===== src/rtl/riscv_mc_pkg.sv =====
// Shared constants for the multicycle RV32I control unit: opcodes, FSM states,
// ALU operation codes and datapath mux select encodings.
package riscv_mc_pkg;

  localparam logic [6:0] OP_LOAD  = 7'b0000011;
  localparam logic [6:0] OP_STORE = 7'b0100011;
  localparam logic [6:0] OP_R     = 7'b0110011;
  localparam logic [6:0] OP_I     = 7'b0010011;
  localparam logic [6:0] OP_JAL   = 7'b1101111;
  localparam logic [6:0] OP_BEQ   = 7'b1100011;

  typedef enum logic [3:0] {
    S_FETCH    = 4'd0,
    S_DECODE   = 4'd1,
    S_MEMADR   = 4'd2,
    S_MEMREAD  = 4'd3,
    S_MEMWB    = 4'd4,
    S_MEMWRITE = 4'd5,
    S_EXECR    = 4'd6,
    S_EXECI    = 4'd7,
    S_ALUWB    = 4'd8,
    S_BEQ      = 4'd9,
    S_JAL      = 4'd10,
    S_HALT     = 4'd11
  } state_t;

  localparam logic [2:0] ALU_ADD = 3'b000;
  localparam logic [2:0] ALU_SUB = 3'b001;
  localparam logic [2:0] ALU_AND = 3'b010;
  localparam logic [2:0] ALU_OR  = 3'b011;
  localparam logic [2:0] ALU_SLT = 3'b101;

  localparam logic [1:0] SRC_A_PC    = 2'b00;
  localparam logic [1:0] SRC_A_OLDPC = 2'b01;
  localparam logic [1:0] SRC_A_RD1   = 2'b10;

  localparam logic [1:0] SRC_B_RD2  = 2'b00;
  localparam logic [1:0] SRC_B_IMM  = 2'b01;
  localparam logic [1:0] SRC_B_FOUR = 2'b10;

  localparam logic [1:0] RES_ALU    = 2'b00;
  localparam logic [1:0] RES_DATA   = 2'b01;
  localparam logic [1:0] RES_ALUOUT = 2'b10;

  localparam logic [1:0] IMM_I = 2'b00;
  localparam logic [1:0] IMM_S = 2'b01;
  localparam logic [1:0] IMM_B = 2'b10;
  localparam logic [1:0] IMM_J = 2'b11;

endpackage


===== src/rtl/riscv_mc_alu_dec.sv =====
// ALU operation decode from funct3/funct7b5; flags funct3 values the ALU
// cannot execute so the FSM can trap them like an illegal opcode.
module riscv_mc_alu_dec
  import riscv_mc_pkg::*;
(
  input  logic [6:0] op,
  input  logic [2:0] funct3,
  input  logic       funct7b5,
  output logic [2:0] alu_control,
  output logic       funct_illegal
);

  always_comb begin
    alu_control   = ALU_ADD;
    funct_illegal = 1'b0;
    case (funct3)
      // Only R-type honours funct7b5; for addi bit 30 is immediate data.
      3'b000:  alu_control = (op == OP_R && funct7b5) ? ALU_SUB : ALU_ADD;
      3'b010:  alu_control = ALU_SLT;
      3'b110:  alu_control = ALU_OR;
      3'b111:  alu_control = ALU_AND;
      default: funct_illegal = 1'b1;
    endcase
  end

endmodule


===== src/rtl/riscv_mc_control.sv =====
// Moore control FSM for the multicycle RV32I datapath, with memory wait states,
// illegal-instruction halt and a retired-instruction counter.
module riscv_mc_control
  import riscv_mc_pkg::*;
#(
  parameter int ALU_CTRL_W      = 3,
  parameter int WAIT_EN         = 1,
  parameter int HALT_ON_ILLEGAL = 1,
  parameter int CNT_W           = 32
) (
  input  logic                  clk,
  input  logic                  reset,
  input  logic [6:0]            op,
  input  logic [2:0]            funct3,
  input  logic                  funct7b5,
  input  logic                  zero,
  input  logic                  mem_ready,
  output logic                  pc_write,
  output logic                  adr_src,
  output logic                  mem_write,
  output logic                  ir_write,
  output logic [1:0]            result_src,
  output logic [1:0]            alu_src_a,
  output logic [1:0]            alu_src_b,
  output logic [1:0]            imm_src,
  output logic [ALU_CTRL_W-1:0] alu_control,
  output logic                  reg_write,
  output logic                  illegal,
  output logic [CNT_W-1:0]      retired,
  output logic [3:0]            state_dbg
);

  state_t           state_q, state_d;
  logic [CNT_W-1:0] retired_q;
  logic             retire;
  logic             rdy;
  logic [2:0]       dec_alu;
  logic             funct_illegal;
  logic [2:0]       alu_c;
  logic             pc_write_c, mem_write_c, ir_write_c, reg_write_c;

  // Memory handshake: mem_ready high in a cycle means the access presented in
  // that cycle completes on the coming clock edge; low stretches the state.
  assign rdy = (WAIT_EN != 0) ? mem_ready : 1'b1;

  riscv_mc_alu_dec u_alu_dec (
    .op           (op),
    .funct3       (funct3),
    .funct7b5     (funct7b5),
    .alu_control  (dec_alu),
    .funct_illegal(funct_illegal)
  );

  always_comb begin
    state_d = state_q;
    retire  = 1'b0;
    case (state_q)
      S_FETCH:  if (rdy) state_d = S_DECODE;
      S_DECODE: begin
        case (op)
          OP_LOAD, OP_STORE: state_d = S_MEMADR;
          OP_R:              state_d = S_EXECR;
          OP_I:              state_d = S_EXECI;
          OP_JAL:            state_d = S_JAL;
          OP_BEQ:            state_d = S_BEQ;
          default: begin
            if (HALT_ON_ILLEGAL != 0) begin
              state_d = S_HALT;
            end else begin
              state_d = S_FETCH;
              retire  = 1'b1;
            end
          end
        endcase
      end
      S_MEMADR:   state_d = (op == OP_LOAD) ? S_MEMREAD : S_MEMWRITE;
      S_MEMREAD:  if (rdy) state_d = S_MEMWB;
      S_MEMWB: begin
        state_d = S_FETCH;
        retire  = 1'b1;
      end
      S_MEMWRITE: begin
        if (rdy) begin
          state_d = S_FETCH;
          retire  = 1'b1;
        end
      end
      S_EXECR, S_EXECI: begin
        if (!funct_illegal) begin
          state_d = S_ALUWB;
        end else if (HALT_ON_ILLEGAL != 0) begin
          state_d = S_HALT;
        end else begin
          state_d = S_FETCH;
          retire  = 1'b1;
        end
      end
      S_ALUWB, S_BEQ: begin
        state_d = S_FETCH;
        retire  = 1'b1;
      end
      S_JAL:   state_d = S_ALUWB;
      S_HALT:  state_d = S_HALT;
      default: state_d = S_FETCH;
    endcase
  end

  always_ff @(posedge clk or negedge reset) begin
    if (!reset) begin
      state_q   <= S_FETCH;
      retired_q <= '0;
    end else begin
      state_q <= state_d;
      if (retire) retired_q <= retired_q + CNT_W'(1);
    end
  end

  always_comb begin
    pc_write_c  = 1'b0;
    mem_write_c = 1'b0;
    ir_write_c  = 1'b0;
    reg_write_c = 1'b0;
    adr_src     = 1'b0;
    result_src  = RES_ALU;
    alu_src_a   = SRC_A_PC;
    alu_src_b   = SRC_B_RD2;
    imm_src     = IMM_I;
    alu_c       = ALU_ADD;
    case (state_q)
      S_FETCH: begin
        alu_src_b  = SRC_B_FOUR;
        ir_write_c = rdy;
        pc_write_c = rdy;
      end
      S_DECODE: begin
        alu_src_a = SRC_A_OLDPC;
        alu_src_b = SRC_B_IMM;
        imm_src   = IMM_B;
      end
      S_MEMADR: begin
        alu_src_a = SRC_A_RD1;
        alu_src_b = SRC_B_IMM;
        imm_src   = (op == OP_STORE) ? IMM_S : IMM_I;
      end
      S_MEMREAD: begin
        adr_src    = 1'b1;
        result_src = RES_ALUOUT;
      end
      S_MEMWB: begin
        result_src  = RES_DATA;
        reg_write_c = 1'b1;
      end
      S_MEMWRITE: begin
        adr_src     = 1'b1;
        result_src  = RES_ALUOUT;
        mem_write_c = rdy;
      end
      S_EXECR: begin
        alu_src_a = SRC_A_RD1;
        alu_src_b = SRC_B_RD2;
        alu_c     = dec_alu;
      end
      S_EXECI: begin
        alu_src_a = SRC_A_RD1;
        alu_src_b = SRC_B_IMM;
        alu_c     = dec_alu;
      end
      S_ALUWB: begin
        result_src  = RES_ALUOUT;
        reg_write_c = 1'b1;
      end
      S_BEQ: begin
        alu_src_a  = SRC_A_RD1;
        alu_src_b  = SRC_B_RD2;
        alu_c      = ALU_SUB;
        result_src = RES_ALUOUT;
        pc_write_c = zero;
      end
      S_JAL: begin
        alu_src_a  = SRC_A_OLDPC;
        alu_src_b  = SRC_B_FOUR;
        result_src = RES_ALUOUT;
        pc_write_c = 1'b1;
      end
      default: ;
    endcase
  end

  // Reset lands in FETCH, whose enables would otherwise follow mem_ready.
  assign pc_write    = pc_write_c & reset;
  assign mem_write   = mem_write_c & reset;
  assign ir_write    = ir_write_c & reset;
  assign reg_write   = reg_write_c & reset;
  assign alu_control = ALU_CTRL_W'(alu_c);
  assign illegal     = (state_q == S_HALT);
  assign retired     = retired_q;
  assign state_dbg   = state_q;

endmodule


===== config.mk =====
export PLATFORM = sky130hd
export DESIGN_NAME = riscv_mc_control
export DESIGN_NICKNAME = d
export VERILOG_FILES = /design/src/rtl/riscv_mc_pkg.sv /design/src/rtl/riscv_mc_alu_dec.sv /design/src/rtl/riscv_mc_control.sv
export SDC_FILE = /design/constraint.sdc
export NUM_CORES = 1
export LEC_CHECK = 0
export ABC_AREA = 1
export BUFFER_PORTS_ARGS = -buffer_cell sky130_fd_sc_hd__buf_2
export CAP_MARGIN = 15
export CORE_ASPECT_RATIO = 0.75
export CORE_MARGIN = 3
export CORE_UTILIZATION = 40
export CTS_BUF_LIST = sky130_fd_sc_hd__clkbuf_2
export DETAILED_ROUTE_END_ITERATION = 12
export GPL_TIMING_DRIVEN = 0
export MAX_ROUTING_LAYER = met4
export SYNTH_ARGS = -nofsm -noshare
export SYNTH_HDL_FRONTEND = slang
export SYNTH_HIERARCHICAL = 1
export SYNTH_SLANG_ARGS = --single-unit

===== constraint.sdc =====
create_clock -name clk -period 1.9 [get_ports clk]
set_input_delay 0.285 -clock clk [delete_from_list [all_inputs] [get_ports clk]]
set_output_delay 0.285 -clock clk [all_outputs]
set_load 0.005 [all_outputs]

==> flow_summary.html, run 1 <==
<table>
<tr><th>Metric</th><th>Value</th></tr>
<tr><th colspan="2">Synthesis</th></tr>
<tr><td>Ranking of synthesized cells by area</td><td>dfrtp_1 (36%), nand2_1 (24%), nor2_1 (10%), xnor2_1 (5.6%), inv_1 (5.4%)</td></tr>
<tr><td>Top cell type by total area after synthesis</td><td>dfrtp_1</td></tr>
<tr><td>Post-synth top flop</td><td>dfrtp_1</td></tr>
<tr><td>Synthesized netlist net count</td><td>407</td></tr>
<tr><td>Area fraction of the dominant cell type after synthesis</td><td>0.358</td></tr>
<tr><td>Mean post-synth cell area</td><td>6.43 µm²</td></tr>
<tr><td>Async set-or-reset flop fraction in the synthesized netlist</td><td>1.00</td></tr>
<tr><td>Post-synthesis register bit count</td><td>36</td></tr>
<tr><td>Total number of yosys warnings</td><td>6</td></tr>
<tr><td>Number of library cell types mapped by synthesis</td><td>25</td></tr>
<tr><td>Number of enable flip-flop cells after synthesis</td><td>0</td></tr>
<tr><td>Sequential cell area fraction in the yosys report</td><td>0.358</td></tr>
<tr><td>Synthesized area</td><td>2510 µm²</td></tr>
<tr><td>Syn Inst Count</td><td>391</td></tr>
<tr><th colspan="2">Clocking</th></tr>
<tr><td>Clock transition at the registers of the reported paths</td><td>0.22 ns</td></tr>
<tr><td>Number of sinks on the clock net</td><td>36</td></tr>
<tr><td>Bufs on Longest Clock Path</td><td>2</td></tr>
<tr><td>CTS tree</td><td>yes</td></tr>
<tr><td>Clock Latency Late Sink</td><td>0.39 ns</td></tr>
<tr><td>Clock buffers created by TritonCTS</td><td>5</td></tr>
<tr><td>Max H-tree Level</td><td>2</td></tr>
<tr><td>Cell chosen for the clock root</td><td>clkbuf_2</td></tr>
<tr><th colspan="2">GRT</th></tr>
<tr><td>Pin count of the biggest net entering global routing</td><td>26</td></tr>
<tr><td>Total routing resource utilization after global routing</td><td>0.203</td></tr>
<tr><td>Wire length of the first global-routing pass</td><td>11500 µm</td></tr>
<tr><td>Initial antenna violation count</td><td>0</td></tr>
<tr><td>GR Overflow Total</td><td>0</td></tr>
<tr><td>Vias in the first global route</td><td>2374</td></tr>
<tr><th colspan="2">Timing</th></tr>
<tr><td>Post-route fraction of the period consumed by the critical path</td><td>1.00</td></tr>
<tr><td>Unrepaired setup endpoints after global routing</td><td>yes</td></tr>
<tr><td>Final hold violations</td><td>0</td></tr>
<tr><td>Hold slack</td><td>0.203 ns</td></tr>
<tr><td>Clock period minus worst slack</td><td>1.90 ns</td></tr>
<tr><td>Tightest Pin Transition</td><td>0.521 ns</td></tr>
<tr><td>Fmax</td><td>525 MHz</td></tr>
<tr><td>Relative slew slack</td><td>0.652</td></tr>
<tr><td>Post-route setup slack</td><td>-0.00413 ns</td></tr>
<tr><td>Clk_skew</td><td>0.0251 ns</td></tr>
<tr><td>Fin. max-slew vios</td><td>0</td></tr>
<tr><td>Number of setup violations in the final report</td><td>1</td></tr>
<tr><th colspan="2">Route</th></tr>
<tr><td>Average vias per placed instance</td><td>4.88</td></tr>
<tr><td>Final routed wirelength across all metal layers</td><td>7110 µm</td></tr>
<tr><td>Initial detailed-routing violation count</td><td>175</td></tr>
<tr><td>Number of design rule violations left after detail routing</td><td>0</td></tr>
<tr><td>ANT nets after route</td><td>0</td></tr>
<tr><td>Post-DR wirelength/cell</td><td>12.7 µm</td></tr>
<tr><td>Number of detailed-route iterations in the first pass</td><td>5</td></tr>
<tr><td>Total vias in the final route</td><td>2736</td></tr>
<tr><th colspan="2">Power and ir drop</th></tr>
<tr><td>Maximum resistive drop on vdd</td><td>0.495 mV</td></tr>
<tr><td>Pwr/cell area</td><td>906 nW/µm²</td></tr>
<tr><td>Post-layout power</td><td>2.93 mW</td></tr>
<tr><td>Static power due to leakage</td><td>1.64 nW</td></tr>
<tr><th colspan="2">Die</th></tr>
<tr><td>Chip width</td><td>97.5 µm</td></tr>
<tr><td>Starting utilization of the core area</td><td>0.423</td></tr>
<tr><td>Die area</td><td>7280 µm²</td></tr>
<tr><td>Top-level I/O count</td><td>68</td></tr>
<tr><td>Site Rows</td><td>24</td></tr>
<tr><td>Placeable core area</td><td>5950 µm²</td></tr>
<tr><td>Die Y-Extent</td><td>74.7 µm</td></tr>
<tr><th colspan="2">Place</th></tr>
<tr><td>Detail Placement HPWL</td><td>5350 µm</td></tr>
<tr><td>Number of placed instances with taps included</td><td>536</td></tr>
<tr><td>Global placer's final weighted congestion</td><td>0.869</td></tr>
<tr><td>Port Buffers</td><td>67</td></tr>
<tr><th colspan="2">Setup path</th></tr>
<tr><td>Setup CP Type</td><td>flip-flop to output pin</td></tr>
<tr><td>Crit-path max FO</td><td>5</td></tr>
<tr><td>Capturing element of the worst setup path</td><td>imm_src[0]</td></tr>
<tr><td>Setup crit start</td><td>state_dbg[3]</td></tr>
<tr><td>Data required time of the worst path</td><td>1.62 ns</td></tr>
<tr><td>Worst setup EP type</td><td>output pin</td></tr>
<tr><td>Reg-to-reg endpoint</td><td>retired[22]</td></tr>
<tr><td>Worst Reg-to-Reg Cells</td><td>12</td></tr>
<tr><td>Worst R2R Setup Slack</td><td>0.11 ns</td></tr>
<tr><td>Arrival time worst endpoint</td><td>1.62 ns</td></tr>
<tr><td>Worst setup SP type</td><td>flip-flop</td></tr>
<tr><td>Beginning of the worst register-to-register path</td><td>state_dbg[3]</td></tr>
<tr><th colspan="2">Finish</th></tr>
<tr><td>Post-route insts no fill</td><td>561</td></tr>
<tr><td>Area delta synth-&gt;final</td><td>28.5%</td></tr>
<tr><td>Ratio of cells with drive above 1 in the final layout</td><td>0.275</td></tr>
<tr><td>Final-stage net count</td><td>498</td></tr>
<tr><td>Number of antenna cells inserted</td><td>0</td></tr>
<tr><th colspan="2">Min path</th></tr>
<tr><td>Class of the tightest hold or removal check</td><td>input port to flip-flop</td></tr>
<tr><th colspan="2">Status</th></tr>
<tr><td>Failing checks</td><td>negative setup slack</td></tr>
<tr><td>Result of the run</td><td>complete, but fails checks</td></tr>
<tr><th colspan="2">Flow run</th></tr>
<tr><td>Max-cap viol count</td><td>0</td></tr>
</table>
worst min path at each step:
stage	to	startpoint	cells past startpoint
finish	state_dbg[2]	mem_ready	4
global route	state_dbg[2]	mem_ready	4
CTS	state_dbg[2]	mem_ready	4
detailed placement	retired[17]	reset	1
global placement	retired[15]	reset	1
floorplan	retired[0]	reset	0
state kept, by name, indices dropped and copies added, names as in the netlist:
register / flops
retired: 32
state_dbg: 4
cells in the mapped netlist (4+ instances only):
master and number:
buf_6 4, nand4_1 5, dfrtp_1 36, nand2_1 160
xnor2_1 16, o21ai_0 6, inv_1 36, nand3_1 19
nor2_1 70, nand3b_1 11, inv_2 4
through the flow:
stage	cell area, µm²	utilization	TNS [ns]	setup WS [ns]
after global placement	2950	0.496	0	0.0459
after global routing	3230	0.543	-0.471	-0.109
after CTS	3140	0.528	-0.0457	-0.0226
final	3230	0.543	-0.00413	-0.00413
after detailed placement	2950	0.496	0	0.0173
after floorplan	2510	-	0	0.373
power by group:
group | internal [mW] | total (mW) | switching (mW)
Sequential | 0.858 | 0.968 | 0.109
Combinational | 0.691 | 1.60 | 0.912
Clock | 0.0827 | 0.358 | 0.275
placed cells by master, fill, tap and decap left out, types with 2 or more instances in the layout:
cell	count
nand2_1	153
nor2_2	4
buf_4	15
nand2_2	9
xnor2_1	16
inv_4	2
nor2_4	5
inv_1	31
o21ai_0	6
nand3_1	18
dfrtp_2	3
clkbuf_2	5
clkinv_2	3
inv_2	7
nand3_2	2
dfrtp_1	33
o21ai_1	3
nand2_4	2
nor2_1	64
xor2_1	2
dlygate4sd3_1	2
buf_6	4
o211ai_1	2
nand3b_1	11
buf_2	67
nand4_1	5
worst max-delay path, stage by stage (launching register included):
cell and delay [ns]:
dfrtp_2 0.48, nor2_4 0.17, inv_4 0.08, nor3_4 0.14, inv_2 0.08, nor4_2 0.12, buf_2 0.15
per-layer routing:
metal  vias to the layer above  global-route usage  wire, µm
li1                       1387                   -         -
met1                      1266               0.317      3610
met5                         -                   -         0
met3                         5              0.0370       526
met2                        78               0.273      2940
met4                         0              0.0353        33
repair_timing:
action,in CTS,in global routing
buffers inserted,8,6
endpoints found under the hold margin,11,0
pin swaps,3,7
hold buffers,3,0
setup endpoints to repair,8,13
gates resized for setup,19,16
final cells by class:
type | instances | area (µm²)
buffer | 5 | 52.6
timing repair buffer | 84 | 480
multi-input combinational | 309 | 1500
tap | 78 | 97.6
clock buffer | 5 | 25.0
sequential | 36 | 905
fill | 608 | 2720
clock inverter | 3 | 13.8
inverter | 41 | 160
cell families after synthesis:
kind of cell | after synthesis | share of synthesized area
buffers and inverters | 46 | 0.0821
AO/OA/AOI/OAI | 12 | 0.0269
AND/OR/NAND/NOR | 277 | 0.458
flip-flops | 36 | 0.358
XOR/XNOR | 19 | 0.0692
adder cells (fa/ha/maj) | 1 | 0.00498
Power figures use the tool's default switching activity.
==> run 2: changes to the inputs <==
- ABC_AREA: 1 -> unset
- PLACE_DENSITY: unset -> 0.66
==> run 2 against run 1 <==
Effect of this change:
- the run still ends with negative setup slack left
- total power increased by 18%
- synthesized cell count shrank 43%
- worst setup slack worse by 0.032 ns
- worst hold slack got worse by 0.061 ns
- routed wire length decreased by 17%
- highest routed layer unchanged
- non-clock buffer count increased by 12
- die area down 17%
- sequential cell count is the same
==> flow_summary.html, run 2 <==
<table>
<tr><th>Metric</th><th>Value</th></tr>
<tr><th colspan="2">Status</th></tr>
<tr><td>Result of the run</td><td>complete, but fails checks</td></tr>
<tr><td>Failing checks</td><td>negative setup slack</td></tr>
<tr><th colspan="2">Clocking</th></tr>
<tr><td>Cell chosen for the clock root</td><td>clkbuf_2</td></tr>
<tr><td>Number of sinks on the clock net</td><td>36</td></tr>
<tr><td>Max H-tree Level</td><td>2</td></tr>
<tr><td>Clock buffers created by TritonCTS</td><td>5</td></tr>
<tr><td>Clock transition at the registers of the reported paths</td><td>0.19 ns</td></tr>
<tr><td>Clock Latency Late Sink</td><td>0.38 ns</td></tr>
<tr><td>Bufs on Longest Clock Path</td><td>2</td></tr>
<tr><td>CTS tree</td><td>yes</td></tr>
<tr><th colspan="2">Setup path</th></tr>
<tr><td>Worst Reg-to-Reg Cells</td><td>8</td></tr>
<tr><td>Setup CP Type</td><td>flip-flop to output pin</td></tr>
<tr><td>Worst setup EP type</td><td>output pin</td></tr>
<tr><td>Arrival time worst endpoint</td><td>1.65 ns</td></tr>
<tr><td>Beginning of the worst register-to-register path</td><td>state_dbg[3]</td></tr>
<tr><td>Data required time of the worst path</td><td>1.62 ns</td></tr>
<tr><td>Worst R2R Setup Slack</td><td>-0.02 ns</td></tr>
<tr><td>Worst setup SP type</td><td>flip-flop</td></tr>
<tr><td>Reg-to-reg endpoint</td><td>retired[23]</td></tr>
<tr><td>Crit-path max FO</td><td>6</td></tr>
<tr><th colspan="2">Min path</th></tr>
<tr><td>Hold path depth</td><td>2</td></tr>
<tr><td>Class of the tightest hold or removal check</td><td>input port to flip-flop</td></tr>
<tr><td>Hold Startpoint</td><td>op[5]</td></tr>
<tr><td>Capture endpoint of the worst hold path</td><td>state_dbg[1]</td></tr>
<tr><th colspan="2">Power and ir drop</th></tr>
<tr><td>Static power due to leakage</td><td>1.45 nW</td></tr>
<tr><td>Fraction of power consumed by the clock network</td><td>0.141</td></tr>
<tr><td>Cell Int Power</td><td>2.05 mW</td></tr>
<tr><td>Combinational cell fraction of total power</td><td>0.551</td></tr>
<tr><td>Switching power of the nets</td><td>1.40 mW</td></tr>
<tr><td>Maximum resistive drop on vdd</td><td>0.819 mV</td></tr>
<tr><td>Sequential share of power</td><td>0.308</td></tr>
<tr><td>Sw frac</td><td>0.405</td></tr>
<tr><td>Pwr/cell area</td><td>1170 nW/µm²</td></tr>
<tr><th colspan="2">GRT</th></tr>
<tr><td>Wire length of the first global-routing pass</td><td>8560 µm</td></tr>
<tr><td>Total routing resource utilization after global routing</td><td>0.187</td></tr>
<tr><td>Initial antenna violation count</td><td>0</td></tr>
<tr><td>GR Overflow Total</td><td>0</td></tr>
<tr><td>Vias in the first global route</td><td>1777</td></tr>
<tr><td>Pin count of the biggest net entering global routing</td><td>41</td></tr>
<tr><th colspan="2">Synthesis</th></tr>
<tr><td>Most frequent cell after synthesis</td><td>dfrtp_1</td></tr>
<tr><td>Ranking of synthesized cells by area</td><td>dfrtp_1 (44%), xnor2_1 (9.0%), xor2_1 (4.7%), nand2_1 (4.4%), nor2_1 (4.0%)</td></tr>
<tr><td>Post-synthesis register bit count</td><td>36</td></tr>
<tr><td>Synthesized area</td><td>2050 µm²</td></tr>
<tr><td>Sequential cell area fraction in the yosys report</td><td>0.440</td></tr>
<tr><td>Top cell type by total area after synthesis</td><td>dfrtp_1</td></tr>
<tr><td>Synthesized netlist net count</td><td>238</td></tr>
<tr><td>Async set-or-reset flop fraction in the synthesized netlist</td><td>1.00</td></tr>
<tr><td>Number of library cell types mapped by synthesis</td><td>46</td></tr>
<tr><td>Mean post-synth cell area</td><td>9.22 µm²</td></tr>
<tr><td>Total number of yosys warnings</td><td>6</td></tr>
<tr><td>Syn Inst Count</td><td>222</td></tr>
<tr><td>Post-synth top cells</td><td>dfrtp_1 (36), nand2_1 (24), nor2_1 (22), xnor2_1 (21), nand3_1 (15)</td></tr>
<tr><td>Post-synth top flop</td><td>dfrtp_1</td></tr>
<tr><td>Number of enable flip-flop cells after synthesis</td><td>0</td></tr>
<tr><td>Area fraction of the dominant cell type after synthesis</td><td>0.440</td></tr>
<tr><th colspan="2">Timing</th></tr>
<tr><td>Clock period minus worst slack</td><td>1.94 ns</td></tr>
<tr><td>Tightest Pin Transition</td><td>0.789 ns</td></tr>
<tr><td>Post-route setup slack</td><td>-0.0358 ns</td></tr>
<tr><td>Unrepaired setup endpoints after global routing</td><td>yes</td></tr>
<tr><td>Fin. max-slew vios</td><td>0</td></tr>
<tr><td>Fmax</td><td>517 MHz</td></tr>
<tr><td>Clk_skew</td><td>0.0143 ns</td></tr>
<tr><td>Relative slew slack</td><td>0.469</td></tr>
<tr><td>Final hold violations</td><td>0</td></tr>
<tr><td>Number of setup violations in the final report</td><td>4</td></tr>
<tr><td>Post-route fraction of the period consumed by the critical path</td><td>1.02</td></tr>
<tr><th colspan="2">Die</th></tr>
<tr><td>Placeable core area</td><td>4700 µm²</td></tr>
<tr><td>Die area</td><td>6020 µm²</td></tr>
<tr><td>Top-level I/O count</td><td>68</td></tr>
<tr><td>Site Rows</td><td>21</td></tr>
<tr><td>Starting utilization of the core area</td><td>0.435</td></tr>
<tr><td>Chip width</td><td>88.6 µm</td></tr>
<tr><td>Die Y-Extent</td><td>68.0 µm</td></tr>
<tr><th colspan="2">Route</th></tr>
<tr><td>Number of design rule violations left after detail routing</td><td>0</td></tr>
<tr><td>Total vias in the final route</td><td>2057</td></tr>
<tr><td>Number of detailed-route iterations in the first pass</td><td>4</td></tr>
<tr><td>ANT nets after route</td><td>0</td></tr>
<tr><td>Final routed wirelength across all metal layers</td><td>5890 µm</td></tr>
<tr><td>Average vias per placed instance</td><td>5.40</td></tr>
<tr><td>Initial detailed-routing violation count</td><td>73</td></tr>
<tr><td>Post-DR wirelength/cell</td><td>15.5 µm</td></tr>
<tr><th colspan="2">Flow run</th></tr>
<tr><td>Max-cap viol count</td><td>0</td></tr>
<tr><th colspan="2">Finish</th></tr>
<tr><td>Number of antenna cells inserted</td><td>0</td></tr>
<tr><td>Number of flip-flops under the largest register name</td><td>32</td></tr>
<tr><td>Final instance area</td><td>2960 µm²</td></tr>
<tr><td>Top library cells by usage in the layout, fill and taps aside</td><td>buf_2 (68), dfrtp_1 (31), nand2_1 (22)</td></tr>
<tr><td>Ratio of cells with drive above 1 in the final layout</td><td>0.463</td></tr>
<tr><td>Area delta synth-&gt;final</td><td>44.7%</td></tr>
<tr><td>Final-stage net count</td><td>339</td></tr>
<tr><td>Most common library cell in the layout ignoring fill and taps</td><td>buf_2</td></tr>
<tr><th colspan="2">Place</th></tr>
<tr><td>Placement Cell Area</td><td>2450 µm²</td></tr>
<tr><td>Port Buffers</td><td>67</td></tr>
<tr><td>Worst-case setup slack after placement</td><td>-0.129 ns</td></tr>
<tr><td>Global placer's final weighted congestion</td><td>0.906</td></tr>
<tr><td>Detail Placement HPWL</td><td>3760 µm</td></tr>
</table>
run 2: stage by stage:
stage	setup TNS [ns]	power (mW)	util	cells	hold slack, ns
floorplan	0	1.82	-	222	-0.0106
global placement	-1.23	2.28	0.522	346	0.446
detailed placement	-1.24	2.29	0.522	346	0.441
CTS	-0.108	2.93	0.565	359	0.0131
global route	-1.12	3.71	0.630	381	0.144
finish	-0.0799	3.45	0.630	381	0.142
run 2: logic make-up (layout without fill, tap and decap cells):
logic type,Yosys count,count (layout),synth area share
XOR/XNOR,32,32,0.137
AO/OA/AOI/OAI,26,26,0.0807
buffers and inverters,16,118,0.0336
adder cells (fa/ha/maj),1,1,0.00611
flip-flops,36,36,0.440
multiplexers,1,1,0.00550
AND/OR/NAND/NOR,110,110,0.297
run 2: area by class of cell:
type,count,area (µm²)
Tap cell,57,71.3
Sequential cell,36,907
Clock inverter,2,35.0
Fill cell,396,1740
Multi-Input combinational cell,170,1240
Inverter,9,33.8
Clock buffer,6,30.0
Buffer,7,86.3
Timing Repair Buffer,94,562
run 2: worst max-delay path: stages, from the launching register on:
cell,delay (ns)
dfrtp_1,0.42
buf_6,0.14
clkbuf_16,0.16
xnor2_4,0.13
nor3_2,0.17
o21bai_1,0.12
buf_2,0.12
run 2: repair_timing:
action                                 CTS  global route
gates cloned                             0             1
buffers inserted                         5            19
hold buffers                             0             2
setup endpoints to repair               33            37
endpoints found under the hold margin    0            36
pin swaps                                4             8
resized for setup                       27            38
run 2: how the worst max path moves through the flow:
stage	endpoint	startpoint	slack, ns
floorplan	retired[25]	retired[6]	0.09
global placement	retired[31]	state_dbg[2]	-0.16
detailed placement	retired[29]	state_dbg[2]	-0.13
CTS	pc_write	state_dbg[1]	-0.04
global route	result_src[1]	state_dbg[1]	-0.17
finish	result_src[1]	state_dbg[1]	-0.04
run 2: power groups by stage:
stage	Clock, mW	Sequential, mW	Combinational, mW
final	0.487	1.06	1.90
after global routing	0.525	1.08	2.10
after CTS	0.487	1.05	1.40
after detailed placement	0	1.05	1.24
after global placement	0	1.05	1.23
after floorplan	0	1.04	0.788
run 2: layer usage:
metal	up-vias	track usage	part of all wire
met1	990	0.264	0.47
met2	82	0.276	0.45
met3	6	0.0397	0.063
met4	0	0.0415	0.0085
met5	-	-	0
li1	979	-	-
